===== config.mk =====
export PLATFORM = sky130hd
export DESIGN_NAME = uart_tx_rtl
export DESIGN_NICKNAME = d
export VERILOG_FILES = /design/src/rtl/uart_pkg.sv /design/src/rtl/uart_baud_tick.sv /design/src/rtl/uart_tx_rtl.sv
export SDC_FILE = /design/constraint.sdc
export NUM_CORES = 1
export LEC_CHECK = 0
export ABC_AREA = 1
export CAP_MARGIN = 5
export CORE_ASPECT_RATIO = 1.25
export CORE_MARGIN = 2
export CORE_UTILIZATION = 30
export DETAILED_ROUTE_END_ITERATION = 12
export GPL_ROUTABILITY_DRIVEN = 0
export MAX_ROUTING_LAYER = met4
export PLACE_DENSITY = 0.51
export SETUP_SLACK_MARGIN = 0.15
export SYNTH_ARGS = -nofsm -noshare
export SYNTH_HDL_FRONTEND = slang
export SYNTH_SLANG_ARGS = --single-unit
export TNS_END_PERCENT = 50

===== constraint.sdc =====
create_clock -name clk -period 2.4 [get_ports clk]
set_input_delay 0.36 -clock clk [delete_from_list [all_inputs] [get_ports clk]]
set_output_delay 0.36 -clock clk [all_outputs]
set_load 0.02 [all_outputs]

===== src/rtl/uart_pkg.sv =====
// Types and helpers shared by the UART transmitter and receiver.
// The PARITY state is only reached when UART_TX_PARITY_EN is defined.
package uart_pkg;

  localparam int DATA_BITS = 8;

  typedef enum logic [2:0] {
    IDLE   = 3'd0,
    START  = 3'd1,
    DATA   = 3'd2,
    PARITY = 3'd3,
    STOP   = 3'd4
  } uart_state_e;

  function automatic int clks_per_bit(input int clk_freq, input int baud);
    return clk_freq / baud;
  endfunction

endpackage


===== src/rtl/uart_baud_tick.sv =====
// Bit-period timer: counts 0..CLKS_PER_BIT-1 while enabled and flags the
// last cycle of each bit period; restart forces the count back to zero.
module uart_baud_tick #(
  parameter int CLKS_PER_BIT = 5208
) (
  input  logic clk,
  input  logic rst_n,
  input  logic i_restart,
  input  logic i_en,
  output logic o_bit_done
);

  localparam int CNT_W = (CLKS_PER_BIT > 1) ? $clog2(CLKS_PER_BIT) : 1;
  localparam logic [CNT_W-1:0] LAST = CNT_W'(CLKS_PER_BIT - 1);

  logic [CNT_W-1:0] r_cnt;
  logic             w_last;

  assign w_last     = (r_cnt == LAST);
  assign o_bit_done = i_en && w_last;

  always_ff @(posedge clk or negedge rst_n) begin
    if (!rst_n) begin
      r_cnt <= '0;
    end else if (i_restart || !i_en) begin
      r_cnt <= '0;
    end else if (w_last) begin
      r_cnt <= '0;
    end else begin
      r_cnt <= r_cnt + CNT_W'(1);
    end
  end

endmodule


===== src/rtl/uart_tx_rtl.sv =====
// 8N1 (or 8N2) UART transmitter, LSB first, registered txd.
// Define UART_TX_PARITY_EN to insert an even-parity bit after data bit 7.
module uart_tx_rtl
  import uart_pkg::*;
#(
  parameter int CLK_FREQ  = 50_000_000,
  parameter int BAUD_RATE = 9600,
  parameter int STOP_BITS = 1
) (
  input  logic       clk,
  input  logic       rst_n,
  input  logic [7:0] tx_data,
  input  logic       tx_valid,
  output logic       tx_ready,
  output logic       txd,
  output logic       tx_busy
);

  localparam int   CLKS_PER_BIT = clks_per_bit(CLK_FREQ, BAUD_RATE);
  // Any STOP_BITS value above 1 is treated as two stop bits.
  localparam logic STOP_LAST    = (STOP_BITS >= 2);

  uart_state_e          r_state, w_state_nxt;
  logic [DATA_BITS-1:0] r_shreg, w_shreg_nxt;
  logic [2:0]           r_bit_idx, w_bit_idx_nxt;
  logic                 r_stop_cnt, w_stop_cnt_nxt;
  logic                 r_txd, w_txd_nxt;
  logic                 w_accept;
  logic                 w_bit_done;
`ifdef UART_TX_PARITY_EN
  logic                 r_parity, w_parity_nxt;
`endif

  assign tx_ready = (r_state == IDLE);
  assign tx_busy  = ~tx_ready;
  assign txd      = r_txd;
  assign w_accept = tx_valid && tx_ready;

  uart_baud_tick #(
    .CLKS_PER_BIT(CLKS_PER_BIT)
  ) u_baud_tick (
    .clk       (clk),
    .rst_n     (rst_n),
    .i_restart (w_accept),
    .i_en      (r_state != IDLE),
    .o_bit_done(w_bit_done)
  );

  always_ff @(posedge clk or negedge rst_n) begin
    if (!rst_n) begin
      r_state    <= IDLE;
      r_shreg    <= '0;
      r_bit_idx  <= '0;
      r_stop_cnt <= 1'b0;
      r_txd      <= 1'b1;
`ifdef UART_TX_PARITY_EN
      r_parity   <= 1'b0;
`endif
    end else begin
      r_state    <= w_state_nxt;
      r_shreg    <= w_shreg_nxt;
      r_bit_idx  <= w_bit_idx_nxt;
      r_stop_cnt <= w_stop_cnt_nxt;
      r_txd      <= w_txd_nxt;
`ifdef UART_TX_PARITY_EN
      r_parity   <= w_parity_nxt;
`endif
    end
  end

  // txd is computed one cycle ahead so the line changes exactly on state edges.
  always_comb begin
    w_state_nxt    = r_state;
    w_shreg_nxt    = r_shreg;
    w_bit_idx_nxt  = r_bit_idx;
    w_stop_cnt_nxt = r_stop_cnt;
    w_txd_nxt      = r_txd;
`ifdef UART_TX_PARITY_EN
    w_parity_nxt   = r_parity;
`endif
    case (r_state)
      IDLE: begin
        w_txd_nxt = 1'b1;
        if (tx_valid) begin
          w_state_nxt   = START;
          w_shreg_nxt   = tx_data;
          w_bit_idx_nxt = '0;
          w_txd_nxt     = 1'b0;
`ifdef UART_TX_PARITY_EN
          w_parity_nxt  = ^tx_data;
`endif
        end
      end
      START: begin
        if (w_bit_done) begin
          w_state_nxt   = DATA;
          w_txd_nxt     = r_shreg[0];
          w_shreg_nxt   = {1'b0, r_shreg[DATA_BITS-1:1]};
          w_bit_idx_nxt = '0;
        end
      end
      DATA: begin
        if (w_bit_done) begin
          if (r_bit_idx == 3'd7) begin
`ifdef UART_TX_PARITY_EN
            w_state_nxt    = PARITY;
            w_txd_nxt      = r_parity;
`else
            w_state_nxt    = STOP;
            w_txd_nxt      = 1'b1;
            w_stop_cnt_nxt = 1'b0;
`endif
          end else begin
            w_txd_nxt     = r_shreg[0];
            w_shreg_nxt   = {1'b0, r_shreg[DATA_BITS-1:1]};
            w_bit_idx_nxt = r_bit_idx + 3'd1;
          end
        end
      end
`ifdef UART_TX_PARITY_EN
      PARITY: begin
        if (w_bit_done) begin
          w_state_nxt    = STOP;
          w_txd_nxt      = 1'b1;
          w_stop_cnt_nxt = 1'b0;
        end
      end
`endif
      STOP: begin
        w_txd_nxt = 1'b1;
        if (w_bit_done) begin
          if (r_stop_cnt == STOP_LAST) begin
            w_state_nxt = IDLE;
          end else begin
            w_stop_cnt_nxt = 1'b1;
          end
        end
      end
      default: begin
        w_state_nxt = IDLE;
        w_txd_nxt   = 1'b1;
      end
    endcase
  end

endmodule


# Word-level counts from Yosys, hierarchy flattened
# Index checks and enable logic that the tools add are counted.
# totals
output_inout_bits	3
rom_bits	0
input_bits	11
latch_bits	0
wordCells	62
reg_bits	29
n_memories	0
mem_bits_rw	0
# op_classes
eq_ne	12
add_sub_neg	2
shifts	0
magnitude_cmp	0
div	0
bitwise_logic	1
mul	0
mux	29
n_reduce_logical	12
# op_table
operator	n
$mux 8	4
$mux 3	10
$mux 13	2
$pmux 8 s3	1
$add 13x1->13 const B	1
$eq 13x13->1 const B	1
$pmux 3 s4	1
$pmux 3 s3	1
$mux 1	8
$ne 2x2->1 const B	4
$eq 3x3->1 const B	2
$ne 2x1->1 const B	3
$reduce_and 6->1	1
$reduce_bool 3->1	2
$reduce_and 5->1	1
$reduce_and 4->1	1
$add 3x1->3 const B	1
$eq 3x1->1 const B	1
$eq 3x2->1 const B	1
$logic_not 3->1	1
$pmux 1 s3	1
$logic_and 1x1->1	2
$pmux 1 s2	1
$reduce_and 2->1	1
other kinds (4)	4

# Depth between registers and ports, before layout
# logic_depth
word_depth	4
ltp_mapped	11
ltp_nobuf	10

# Cells and area by module
# A second synthesis with hierarchy kept.
# hier_totals
hier_cells	219
area_unflattened_um2	1665.3
# by_module_without_submodules
module	area_per_inst_um2	seq_area_each_um2	instances	cells_each
uart_tx_rtl	912.1	376.6	1	123
uart_baud_tick	753.2	325.3	1	96

# Least setup slack after synthesis
# No wires, ideal clock.
# synth_path
path_type	flip-flop to flip-flop
from	register u_baud_tick.r_cnt[0]
to	register r_shreg[0]
n_path_buf	1
stages_incl_launch_ff	12
t_arrival_ns	1.354
setup_ns	0.117
required_time_ns	2.283
setup_slack_ns	0.929
cell_sequence	dfrtp_1 > ha_1 > nand2_1 > inv_1 > nand2_1 > nor2_2 > nand3_4 > nand2_4 > nand3_2 > buf_6 > nand2_2 > nand2_1
# synth_between
elab_chain_len	4
# synth_rtl
item	line_no	rtl
start: declaration	uart_baud_tick.sv:16	logic [CNT_W-1:0] r_cnt;
start signal: assignment	uart_baud_tick.sv:30	r_cnt <= r_cnt + CNT_W'(1);
$eq 13x13->1 *	uart_baud_tick.sv:19	assign w_last = (r_cnt == LAST);
$logic_and 1x1->1 *	uart_baud_tick.sv:20	assign o_bit_done = i_en && w_last;
$ne 2x1->1 (no source line)	--	
$reduce_and 5->1 (no source line) *	--	
end signal: assignment	uart_tx_rtl.sv:61	r_shreg <= w_shreg_nxt;
end: declaration	uart_tx_rtl.sv:24	logic [DATA_BITS-1:0] r_shreg, w_shreg_nxt;
# Mark *: on every way between the ends. The rest lies on a longest branch, timed or not.
# A chain may end at the register's enable or synchronous reset.

# Worst setup path after layout
# layout_path
from	register r_state[0]
to	output tx_ready
# layout_between
elab_chain_len	1
# layout_rtl
item	line_no	rtl
start: declaration	uart_tx_rtl.sv:23	uart_state_e r_state, w_state_nxt;
start signal: assignment	uart_tx_rtl.sv:60	r_state <= w_state_nxt;
$logic_not 3->1	uart_tx_rtl.sv:34	assign tx_ready = (r_state == IDLE);
end: declaration	uart_tx_rtl.sv:14	output logic tx_ready,
# No other way between the ends.

==> results_dict.tcl <==
set metrics [dict create \
    cp_num_buf_inv 2 \
    dp_hpwl_mm 2.45 \
    clock_path_buffers 2 \
    layout-drive-gt1-share_pct 15.8 \
    cts.reportedPaths.clkPinSlew_ns 0.10 \
    status "finished clean" \
    grt_overflow 0 \
    avgSynthCellArea_um2 7.71 \
    power_w 0.000879 \
    antenna_found_initial 0 \
    cts_setup_buffers 0 \
    critPathArrivalTime_ns 1.70 \
    hold_path.class "input port to async pin" \
    slowest_delay_ns 0.65 \
    p_sw_share_pct 19.2 \
    cts_buffers 3 \
    postCtsHoldBufs 0 \
    synth_compound_area_share_pct 4.68 \
    critPathTopFamily "buffers and inverters" \
    die_area_um2 5950 \
    power.density_nw_per_um2 473 \
    ys_seq_area_share_pct 43.8 \
    clock-sinks 28 \
    synth-simple-area-share_pct 38.4 \
    synth-seq-cells 28 \
    peakVddDrop_mv 0.195 \
    cts_resized 0 \
    critical_path_required_ns 2.04 \
    critPathKind "flop to output pin" \
    die_height_um 85.8 \
    p_seq_share_pct 53.6 \
    muxShareOfSynthArea_pct 0 \
    insertion_delay_ns 0.28 \
    post-route-util_pct 36.3 \
    finalMaxSlewViolations 0 \
    grt.total_usage_pct 12.8 \
    n_fill_cell 561 \
    grt_max_degree 29 \
    timing_hold_violations_final 0 \
    io_pins 14 \
    combPwrFrac_pct 3.1 \
    synth_area_um2 1600 \
    crit_chain "inv_2 -> nand2_2 -> nor2_4 -> clkdlybuf4s50_1" \
    final-setup-viol-count 0 \
    area_growth_pct 15.8 \
    initial_utilization_pct 31.4 \
    maxCapViolCount 0 \
    drtIter0Drc 38 \
    grt_pass1_vias 1339 \
    multi_input_area_um2 754 \
    drcViolationCount 0 \
    slew_headroom_pct 75.2 \
    fin_crit_sh_pct 86.0 \
    final_cell_mix "61 x nand2_1, 27 x dfrtp_1, 21 x nor2_1, 20 x inv_1" \
    yosysWarnings 0 \
    core_um2 5120 \
    grt_pass1_wl_mm 6.10 \
    seqCellArea_um2 702 \
    final_common_cell "nand2_1" \
    wirelength_mm 3.31 \
    p_leak_nw 0.954 \
    first_pass_iters 4 \
    rows 29 \
    synth_top_family_by_area "simple AND/OR/NAND/NOR gates" \
    power.switching_w 0.000169 \
    finalSetupTns_ns 0 \
    via_per_inst 4.65 \
    worst-path-max-fanout 6 \
    fin_crit_ns 2.06 \
    ys_types 24 \
    synthAdderAreaFrac_pct 2.34 \
    diodes 0 \
    dpl_worst_slack_ns 0.571 \
    cp_num_cells 4 \
    synth_cells 208 \
    worstMarginPinSlew_ns 0.372 \
    rr_worst_depth 10 \
    dr_total_vias 1321 \
    design.final.nets 237 \
    cts_max_level 1 \
    cp_slowest_cell "clkdlybuf4s50_1" \
    internal-power_w 0.000710 \
    fmax_mhz 484 \
    setup_slack_ns 0.335 \
    critPathLaunchType "flop" \
    end_kind "output pin" \
    synth.net_count 222 \
    port_buffers 13 \
    antenna_left 0 \
    wl_per_cell_um 11.6 \
    cts_tree "done" \
    clock_skew_ns 0.00435 \
    fp.dieW_um 69.4 \
    synth_xor_area_share_pct 1.64 \
    rsz0062_at_grt "no" \
    p_clk_share_pct 43.3 \
    clock-root-buffer "clkbuf_8" \
]
[metrics by stage]
stage | std cells | hold WS (ns) | cell area [µm²]
after floorplan | 208 | 0.0644 | 1600
after global placement | 280 | 0.459 | 1790
after detailed placement | 280 | 0.464 | 1790
after CTS | 284 | 0.473 | 1860
after global routing | 284 | 0.483 | 1860
final | 284 | 0.462 | 1860
[registers in the layout (all words and copies together) (netlist names)]
name               count
r_state                3
txd                    1
u_baud_tick.r_cnt     13
r_shreg                8
r_bit_idx              3
[power by group through the flow]
stage          Clock [W]  Combinational (W)  Sequential [W]
2_1_floorplan          0        0.000000733        0.000481
3_3_place_gp           0          0.0000283        0.000481
3_5_place_dp           0          0.0000286        0.000481
4_1_cts         0.000393          0.0000287        0.000472
5_1_grt         0.000410          0.0000314        0.000472
6_report        0.000380          0.0000273        0.000472
[cell usage after synthesis]
cell | count | area, µm²
nand2_2 | 12 | 75.1
nand3_2 | 2 | 20.0
dfrtp_1 | 27 | 676
nor2_4 | 2 | 22.5
ha_1 | 3 | 37.5
o21ai_0 | 8 | 40.0
inv_2 | 7 | 26.3
buf_2 | 2 | 10.0
dfstp_2 | 1 | 26.3
nand3_1 | 5 | 25.0
buf_4 | 1 | 7.51
inv_1 | 20 | 75.1
nand3_4 | 2 | 35.0
nor3_1 | 5 | 25.0
buf_6 | 2 | 22.5
nand2_4 | 1 | 11.3
nor2_1 | 21 | 78.8
a21oi_1 | 7 | 35.0
nand2_1 | 61 | 229
xor2_1 | 3 | 26.3
or2_1 | 1 | 6.26
nand4_1 | 13 | 81.3
nor2_2 | 1 | 6.26
inv_4 | 1 | 6.26
[metal layers]
| metal | track usage, % | up-vias | wire length (µm) |
|---|---|---|---|
| met5 | - | - | 0 |
| met4 | 3.21 | 0 | 32 |
| met3 | 1.88 | 4 | 100 |
| met2 | 22.2 | 23 | 1610 |
| met1 | 15.7 | 605 | 1560 |
| li1 | - | 689 | - |
[worst register-to-register path: cells and delay by family, from the launching register on]
kind,cells,cell delay (ns)
adder cells (fa/ha/maj),1,0.18
buffers and inverters,1,0.07
flip-flops,1,0.41
AND/OR/NAND/NOR,8,1.06
[worst paths after layout]
check | from | endpoint | slack, ns
setup / recovery | r_state[0]$_DFFE_PN0P_ | tx_ready | 0.34
hold / removal | rst_n | r_state[2]$_DFFE_PN0P_ | 0.46
setup reg to reg | u_baud_tick.r_cnt[0]$_DFF_PN0_ | r_bit_idx[0]$_DFFE_PN0P_ | 0.57
hold reg to reg | u_baud_tick.r_cnt[12]$_DFF_PN0_ | u_baud_tick.r_cnt[12]$_DFF_PN0_ | 0.47
max in group asynchronous | rst_n | txd$_DFFE_PN1N_ | 1.63
min in group clk | u_baud_tick.r_cnt[12]$_DFF_PN0_ | u_baud_tick.r_cnt[12]$_DFF_PN0_ | 0.47
[area by class of cell]
cell class                 count  area share [%]
multi-input combinational    147            40.6
sequential                    28            37.8
timing repair buffer          15            7.81
inverter                      28            5.79
tap                           62            4.18
clock buffer                   3            2.22
clock inverter                 1            1.62
[cell families (layout without fill, tap and decap cells)]
| group | Yosys count | in the layout |
|---|---|---|
| buf+inv | 33 | 47 |
| fa+ha+maj | 3 | 3 |
| compound gates | 15 | 15 |
| xor+xnor | 3 | 3 |
| simple gates | 126 | 126 |
| flops | 28 | 28 |
No activity file was read; power rests on OpenSTA's default activity.
